$ cat src/rtl/mem_stage.sv
// Memory-access stage: byte-serial RISC-V loads/stores over an 8-bit controller port.
// Optional MEM_ALIGN_TRAP_EN: misaligned halfword/word accesses fault instead of being serviced.
module mem_stage (
  input  logic        clk_in,
  input  logic        rst_in,
  input  logic        rdy_in,
  input  logic        forward,
  input  logic [4:0]  rd_addr,
  input  logic [31:0] rd_val,
  input  logic [6:0]  ins_type,
  input  logic [2:0]  ins_details,
  input  logic [31:0] mem_addr,
  input  logic [31:0] mem_val,
  input  logic        mem_ack,
  input  logic [7:0]  mem_din,
  output logic        mem_req,
  output logic        mem_we,
  output logic [31:0] mem_a,
  output logic [7:0]  mem_dout,
  output logic        stall_req,
  output logic        output_forward,
  output logic [4:0]  output_rd_addr,
  output logic [31:0] output_rd_val,
  output logic        misaligned
);

  localparam logic [6:0] OP_LOAD  = 7'b0000011;
  localparam logic [6:0] OP_STORE = 7'b0100011;

  typedef enum logic [1:0] {S_IDLE, S_ACCESS, S_DONE} state_e;

  state_e      state_q, state_d;
  logic [31:0] base_q, base_d;
  logic [1:0]  last_q, last_d;     // index of the final byte (n-1)
  logic [1:0]  idx_q, idx_d;
  logic        we_q, we_d;
  logic [31:0] sdata_q, sdata_d;
  logic [2:0]  funct3_q, funct3_d;
  logic [31:0] asm_q, asm_d;
  logic        mis_q, mis_d;

  logic        is_mem;
  logic        addr_misaligned;
  logic [31:0] load_ext;

  assign is_mem = (ins_type == OP_LOAD) || (ins_type == OP_STORE);

`ifdef MEM_ALIGN_TRAP_EN
  assign addr_misaligned = ((ins_details[1:0] == 2'b01) && mem_addr[0]) ||
                           (ins_details[1] && (mem_addr[1:0] != 2'b00));
`else
  assign addr_misaligned = 1'b0;
`endif

  // NOTE: every variable written here gets a default first, otherwise paths
  // that skip an assignment would infer latches.
  always_comb begin
    state_d  = state_q;
    base_d   = base_q;
    last_d   = last_q;
    idx_d    = idx_q;
    we_d     = we_q;
    sdata_d  = sdata_q;
    funct3_d = funct3_q;
    asm_d    = asm_q;
    mis_d    = mis_q;
    if (rdy_in) begin
      case (state_q)
        S_IDLE: begin
          if (is_mem) begin
            base_d   = mem_addr;
            last_d   = (ins_details[1:0] == 2'b00) ? 2'd0 :
                       (ins_details[1:0] == 2'b01) ? 2'd1 : 2'd3;
            we_d     = (ins_type == OP_STORE);
            sdata_d  = mem_val;
            funct3_d = ins_details;
            idx_d    = 2'd0;
            asm_d    = 32'd0;
            mis_d    = addr_misaligned;
            state_d  = addr_misaligned ? S_DONE : S_ACCESS;
          end
        end
        S_ACCESS: begin
          if (mem_ack) begin
            asm_d[{idx_q, 3'b000} +: 8] = mem_din;
            if (idx_q == last_q) state_d = S_DONE;
            else                 idx_d   = idx_q + 2'd1;
          end
        end
        S_DONE:  state_d = S_IDLE;
        default: state_d = S_IDLE;
      endcase
    end
  end

  // NOTE: sequential state uses non-blocking assignments so every register
  // samples the pre-edge value of its neighbours.
  always_ff @(posedge clk_in) begin
    if (rst_in) begin
      state_q  <= S_IDLE;
      base_q   <= 32'd0;
      last_q   <= 2'd0;
      idx_q    <= 2'd0;
      we_q     <= 1'b0;
      sdata_q  <= 32'd0;
      funct3_q <= 3'd0;
      asm_q    <= 32'd0;
      mis_q    <= 1'b0;
    end else begin
      state_q  <= state_d;
      base_q   <= base_d;
      last_q   <= last_d;
      idx_q    <= idx_d;
      we_q     <= we_d;
      sdata_q  <= sdata_d;
      funct3_q <= funct3_d;
      asm_q    <= asm_d;
      mis_q    <= mis_d;
    end
  end

  always_comb begin
    case (funct3_q)
      3'b000:  load_ext = {{24{asm_q[7]}}, asm_q[7:0]};
      3'b001:  load_ext = {{16{asm_q[15]}}, asm_q[15:0]};
      3'b100:  load_ext = {24'd0, asm_q[7:0]};
      3'b101:  load_ext = {16'd0, asm_q[15:0]};
      default: load_ext = asm_q;
    endcase
  end

  // Reset forces every output low in the reset cycle itself.
  always_comb begin
    mem_req        = 1'b0;
    mem_we         = 1'b0;
    mem_a          = 32'd0;
    mem_dout       = 8'd0;
    stall_req      = 1'b0;
    output_forward = 1'b0;
    output_rd_addr = 5'd0;
    output_rd_val  = 32'd0;
    misaligned     = 1'b0;
    if (!rst_in) begin
      case (state_q)
        S_IDLE: begin
          if (is_mem) begin
            stall_req = 1'b1;
          end else begin
            output_forward = forward;
            output_rd_addr = rd_addr;
            output_rd_val  = rd_val;
          end
        end
        S_ACCESS: begin
          stall_req = 1'b1;
          mem_req   = 1'b1;
          mem_we    = we_q;
          mem_a     = base_q + {30'd0, idx_q};
          mem_dout  = we_q ? sdata_q[{idx_q, 3'b000} +: 8] : 8'd0;
        end
        S_DONE: begin
          misaligned = mis_q;
          if (!we_q && !mis_q) begin
            output_forward = forward;
            output_rd_addr = rd_addr;
            output_rd_val  = load_ext;
          end
        end
        default: ;
      endcase
    end
  end

endmodule

$ cat config.mk
export PLATFORM = sky130hd
export DESIGN_NAME = mem_stage
export DESIGN_NICKNAME = d
export VERILOG_FILES = /design/src/rtl/mem_stage.sv
export SDC_FILE = /design/constraint.sdc
export NUM_CORES = 1
export LEC_CHECK = 0
export CAP_MARGIN = 5
export CORE_ASPECT_RATIO = 0.7
export CORE_UTILIZATION = 50
export CTS_CLUSTER_DIAMETER = 100
export DETAILED_ROUTE_END_ITERATION = 6
export PLACE_DENSITY = 0.95
export SYNTH_ARGS = -nofsm -noshare
export SYNTH_HDL_FRONTEND = slang
export SYNTH_SLANG_ARGS = --single-unit
$ cat constraint.sdc
create_clock -name clk_in -period 7.2 [get_ports clk_in]
set_input_delay 0.72 -clock clk_in [delete_from_list [all_inputs] [get_ports clk_in]]
set_output_delay 0.72 -clock clk_in [all_outputs]
set_load 0.005 [all_outputs]
Word level (Yosys, flattened, before mapping)

Index checks and enable logic that the tools add are counted.

Output and inout bits: 82
Register bits: 106
Input port bits: 124
Word-level logic and storage cells: 75

Equality and inequality tests: 13
Reductions and logical operators: 9
Add/sub/neg operators: 3
Muxes and demuxes: 39
Shift operators: 3

Operators by type and width:

| cell                   | count |
|---|---|
| $mux 32                | 7 |
| $pmux 32 s2            | 2 |
| $pmux 32 s4            | 1 |
| $add 32x2->32          | 1 |
| $bwmux 32              | 1 |
| $shift 8x7->32 const A | 1 |
| $shiftx 32x6->8        | 1 |
| $shiftx 8x7->32        | 1 |
| $mux 8                 | 3 |
| $mux 2                 | 8 |
| $mux 5                 | 3 |
| $pmux 5 s2             | 1 |
| $mux 1                 | 9 |
| $ne 2x2->1 const B     | 4 |
| $pmux 2 s2             | 2 |
| $reduce_and 4->1       | 2 |
| $eq 7x2->1 const B     | 1 |
| $eq 7x6->1 const B     | 1 |
| $neg 5->7              | 1 |
| $eq 3x3->1 const B     | 2 |
| $reduce_and 5->1       | 1 |
| $eq 2x1->1 const B     | 2 |
| $logic_not 2->1        | 2 |
| $pmux 1 s2             | 2 |
| other kinds (8)        | 8 |

Longest topological paths before layout

Depth after elaboration: 5
Gate-level depth with buffers: 8
Gate-level depth less buffers: 6

Worst setup path before layout

OpenSTA, ideal clock, no wires.

Path kind: reg-to-output
Start point: register idx_q[0]
End point: output port mem_a[20]
Arrival time: 2.261 ns
Cell stages (with the launch flop): 8
Path slack: 4.219 ns
Cell sequence: dfxtp_1 -> ha_1 -> fa_1 -> nand4_2 -> or4_1 -> clkbuf_2 -> or4_1 -> a21oi_1

Word-level cells in the longest chain between the ends: 3

Ends and longest elaborated chain:

| element                | line | RTL |
|---|---|---|
| from (decl)            | 35   | `logic [1:0] idx_q, idx_d;` |
| from (signal assigned) | 113  | `idx_q <= idx_d;` |
| $add 32x2->32          | 158  | `mem_a = base_q + {30'd0, idx_q};` |
| $mux 32                | 144  | `case (state_q)` |
| $mux 32                | 143  | `if (!rst_in) begin` |
| to (decl)              | 18   | `output logic [31:0] mem_a,` |

No other way between the ends.

Worst setup path after layout

Start point: register idx_q[0]
End point: output port mem_a[22]

The elaborated chain is that of the path after synthesis.

==> key figures <==
Worst setup path
  – Worst setup EP type: output port
  – Worst r2r src: idx_q[0]
  – R2r setup slk: 4.25 ns
  – Reg2reg end: asm_q[18]
  – Critical Path, Cell by Cell: ha_1, fa_1, nand4_2, or4_1, or4_1, a21oi_1, clkdlybuf4s50_1
  – Buffers & Inverters on Critical Path: 1
  – Crit Path Class: reg2out
  – Slowest CP cell: dfxtp_1
  – Delay-heaviest family, CP: simple AND/OR/NAND/NOR gates
  – CP startpoint: idx_q[0]
  – Largest stage delay on the critical path: 0.95 ns
  – CP Launch Type: register
  – Critical Path RT: 6.48 ns
  – Cells on worst reg2reg path: 6
  – Crit path DAT: 4.24 ns
  – Crit-path max FO: 18
  – Most used cell, CP: or4_1

Floorplan
  – Die H: 93.6 um
  – Standard-cell rows: 33
  – Core area: 0.0117 mm2
  – Die X: 133 um
  – # IOs: 206
  – Initial Utilization: 51.3%
  – Die area: 0.0124 mm2

Placement
  – GPL Wtd Cong: 0.855
  – PortBufs: 204
  – Placed Cells: 1103
  – Detail Placement HPWL: 12900 um
  – Pre-CTS WS: 2.60 ns

Clock tree
  – CTS root buf: clkbuf_16
  – CTS Buf Count: 9
  – CTS Hold Buffers Added: 0
  – Post-CTS resize count: 0
  – # Post-CTS Setup Buffers: 0
  – # clock sinks: 106
  – Worst-path clk slew: 0.08 ns
  – Max clock buf depth: 2
  – CTS HTree Levels: 3
  – CTS tree: built
  – Clock latency at the later pin of the worst-skew pair: 0.34 ns

Final layout
  – ANT cells: 0
  – Share of cells above drive strength 1: 4.26%
  – Fin nets: 1088
  – Fin cells: 1119
  – # fillers: 917
  – P&R area growth vs syn: 39.9%

Run
  – Max-Cap Viols: 0

Power
  – Worst VDD drop: 0.145 mV
  – PwrDens: 148 mW/mm2
  – Leakage: 2.86 nW

Hold path
  – Hold Crit Depth: 2
  – Hold/Removal Path Class: reg2reg
  – Hold Path End: sdata_q[19]
  – Hold Crit Start: sdata_q[19]

Synthesis
  – Count of cell types in the netlist: 46
  – Gate Count Post-Synth: 792
  – List of most frequent post-synthesis cells: nand2_1 (190), dfxtp_1 (106), a21oi_1 (98)
  – Mapped Nets: 923
  – Post-synth ARST share: 0%
  – Synth warn: 0
  – Largest cells by area after synthesis: dfxtp_1 (35%), nand2_1 (12%), a21oi_1 (8.2%)
  – Seq cells post-synth: 106
  – Most common cell in the netlist: nand2_1
  – Most area-hungry cell type in the Yosys netlist: dfxtp_1
  – Synth Area per Inst: 7.56 um2
  – Post-synth EDFFs: 0
  – Post-Syn Area: 0.00599 mm2
  – Top cell type's share of synthesized area: 35.4%
  – Sequential-to-total area share from yosys stat: 35.4%
  – Dominant register cell in the synthesized netlist: dfxtp_1

Drt
  – Routed via count: 6311
  – DR pass1 iterations: 5
  – # DRC: 0
  – Routed Wire Length: 17800 um
  – Drt wl/cell: 15.9 um
  – Iteration-0 DRC Markers: 534
  – DRT antenna net count: 0
  – Vias per inst: 5.64

Global route
  – Largest net degree at the start of global routing: 115
  – First-pass GRT wire length: 28500 um
  – Initial antenna violation count: 0
  – GRT Overall Usage: 28.5%
  – Vias in the first global route: 5686
  – Grt ovf: 0

STA
  – Worst-margin pin slew: 1.30 ns
  – Final period util: 68.9%
  – TNS Setup: 0 ns
  – Setup Skew: 0.00822 ns
  – RSZ-0062 raised after global routing: false
  – Final setup fails: 0
  – Final worst slack: 2.24 ns
  – Final hold violation count: 0
  – Fmax: 202 MHz
  – Final Max Slew Viols: 0
  – Fin crit period: 4.96 ns
  – Slew HR: 13.1%

Status
  – Status: finished clean
==> area by class of cell <==
class                   instances  area [um2]  area share [%]
clock inverters                 7        83.8            1.00
well taps                     157         196            2.34
flip-flops and latches        106        2120            25.3
clock buffers                   9         225            2.69
multi-input cells             618        3620            43.2
repair buffers                211        2090            25.0
inverters                      11        41.3           0.493
==> worst max path at each step <==
stage	cells past startpoint	slack, ns	to
finish	7	2.24	mem_a[22]
detailed placement	7	2.60	mem_a[22]
CTS	7	2.23	mem_a[22]
global route	7	1.96	mem_a[22]
global placement	7	2.71	mem_a[22]
floorplan	7	4.22	mem_a[20]
==> sequential cells by signal, summed over array words and instances, names as in the netlist <==
name,cells
asm_q,32
funct3_q,3
we_q,1
base_q,32
idx_q,2
state_q,2
last_q,2
sdata_q,32
==> per-layer routing <==
metal / up-vias / wire (um) / track usage, %
li1: 3064 / - / -
met1: 2954 / 7970 / 38.8
met2: 281 / 8250 / 46.6
met3: 12 / 1420 / 6.40
met4: 0 / 153 / 5.36
met5: - / 0 / 0
==> worst min-delay path: stages, from the launching register on <==
cell and delay, ns:
dfxtp_1 0.31, nand2_1 0.05, a21oi_1 0.05
==> layout by cell type, fill, tap and decap left out, drive strengths merged, types with 16 or more instances in the layout <==
cell           synthesis  routed
nand2b                50      50
nor2                  43      43
dfxtp                106     106
o21ai                 17      17
nand2                190     190
a32oi                 16      16
mux2i                 35      35
or4                   16      16
a21oi                 98      98
clkdlybuf4s50          0     203
==> power breakdown <==
| part | internal [mW] | switching [mW] |
|---|---|---|
| registers | 0.587 | 0.00197 |
| logic | 0.0925 | 0.0463 |
| clock network | 0.276 | 0.233 |
==> per-stage QoR <==
stage | utilization [%] | power (mW) | area (um2) | hold slack [ns]
floorplan | - | 0.642 | 5990 | 0.433
global placement | 69.0 | 0.739 | 8060 | 0.440
detailed placement | 69.0 | 0.740 | 8060 | 0.447
CTS | 71.6 | 1.24 | 8370 | 0.458
global route | 71.7 | 1.28 | 8380 | 0.478
finish | 71.7 | 1.24 | 8380 | 0.458
==> cells by family (layout without fill, tap and decap cells) <==
family	count (synthesis)	count (layout)	synth area share [%]
AND/OR/NAND/NOR	385	385	31.0
AO/OA/AOI/OAI	169	169	16.7
flip-flops	106	106	35.4
buffers and inverters	68	238	4.45
multiplexers	44	44	9.05
XOR/XNOR	12	12	1.75
adder cells (fa/ha/maj)	7	7	1.59
other	1	1	0.0626
Power figures use the tool's default switching activity.
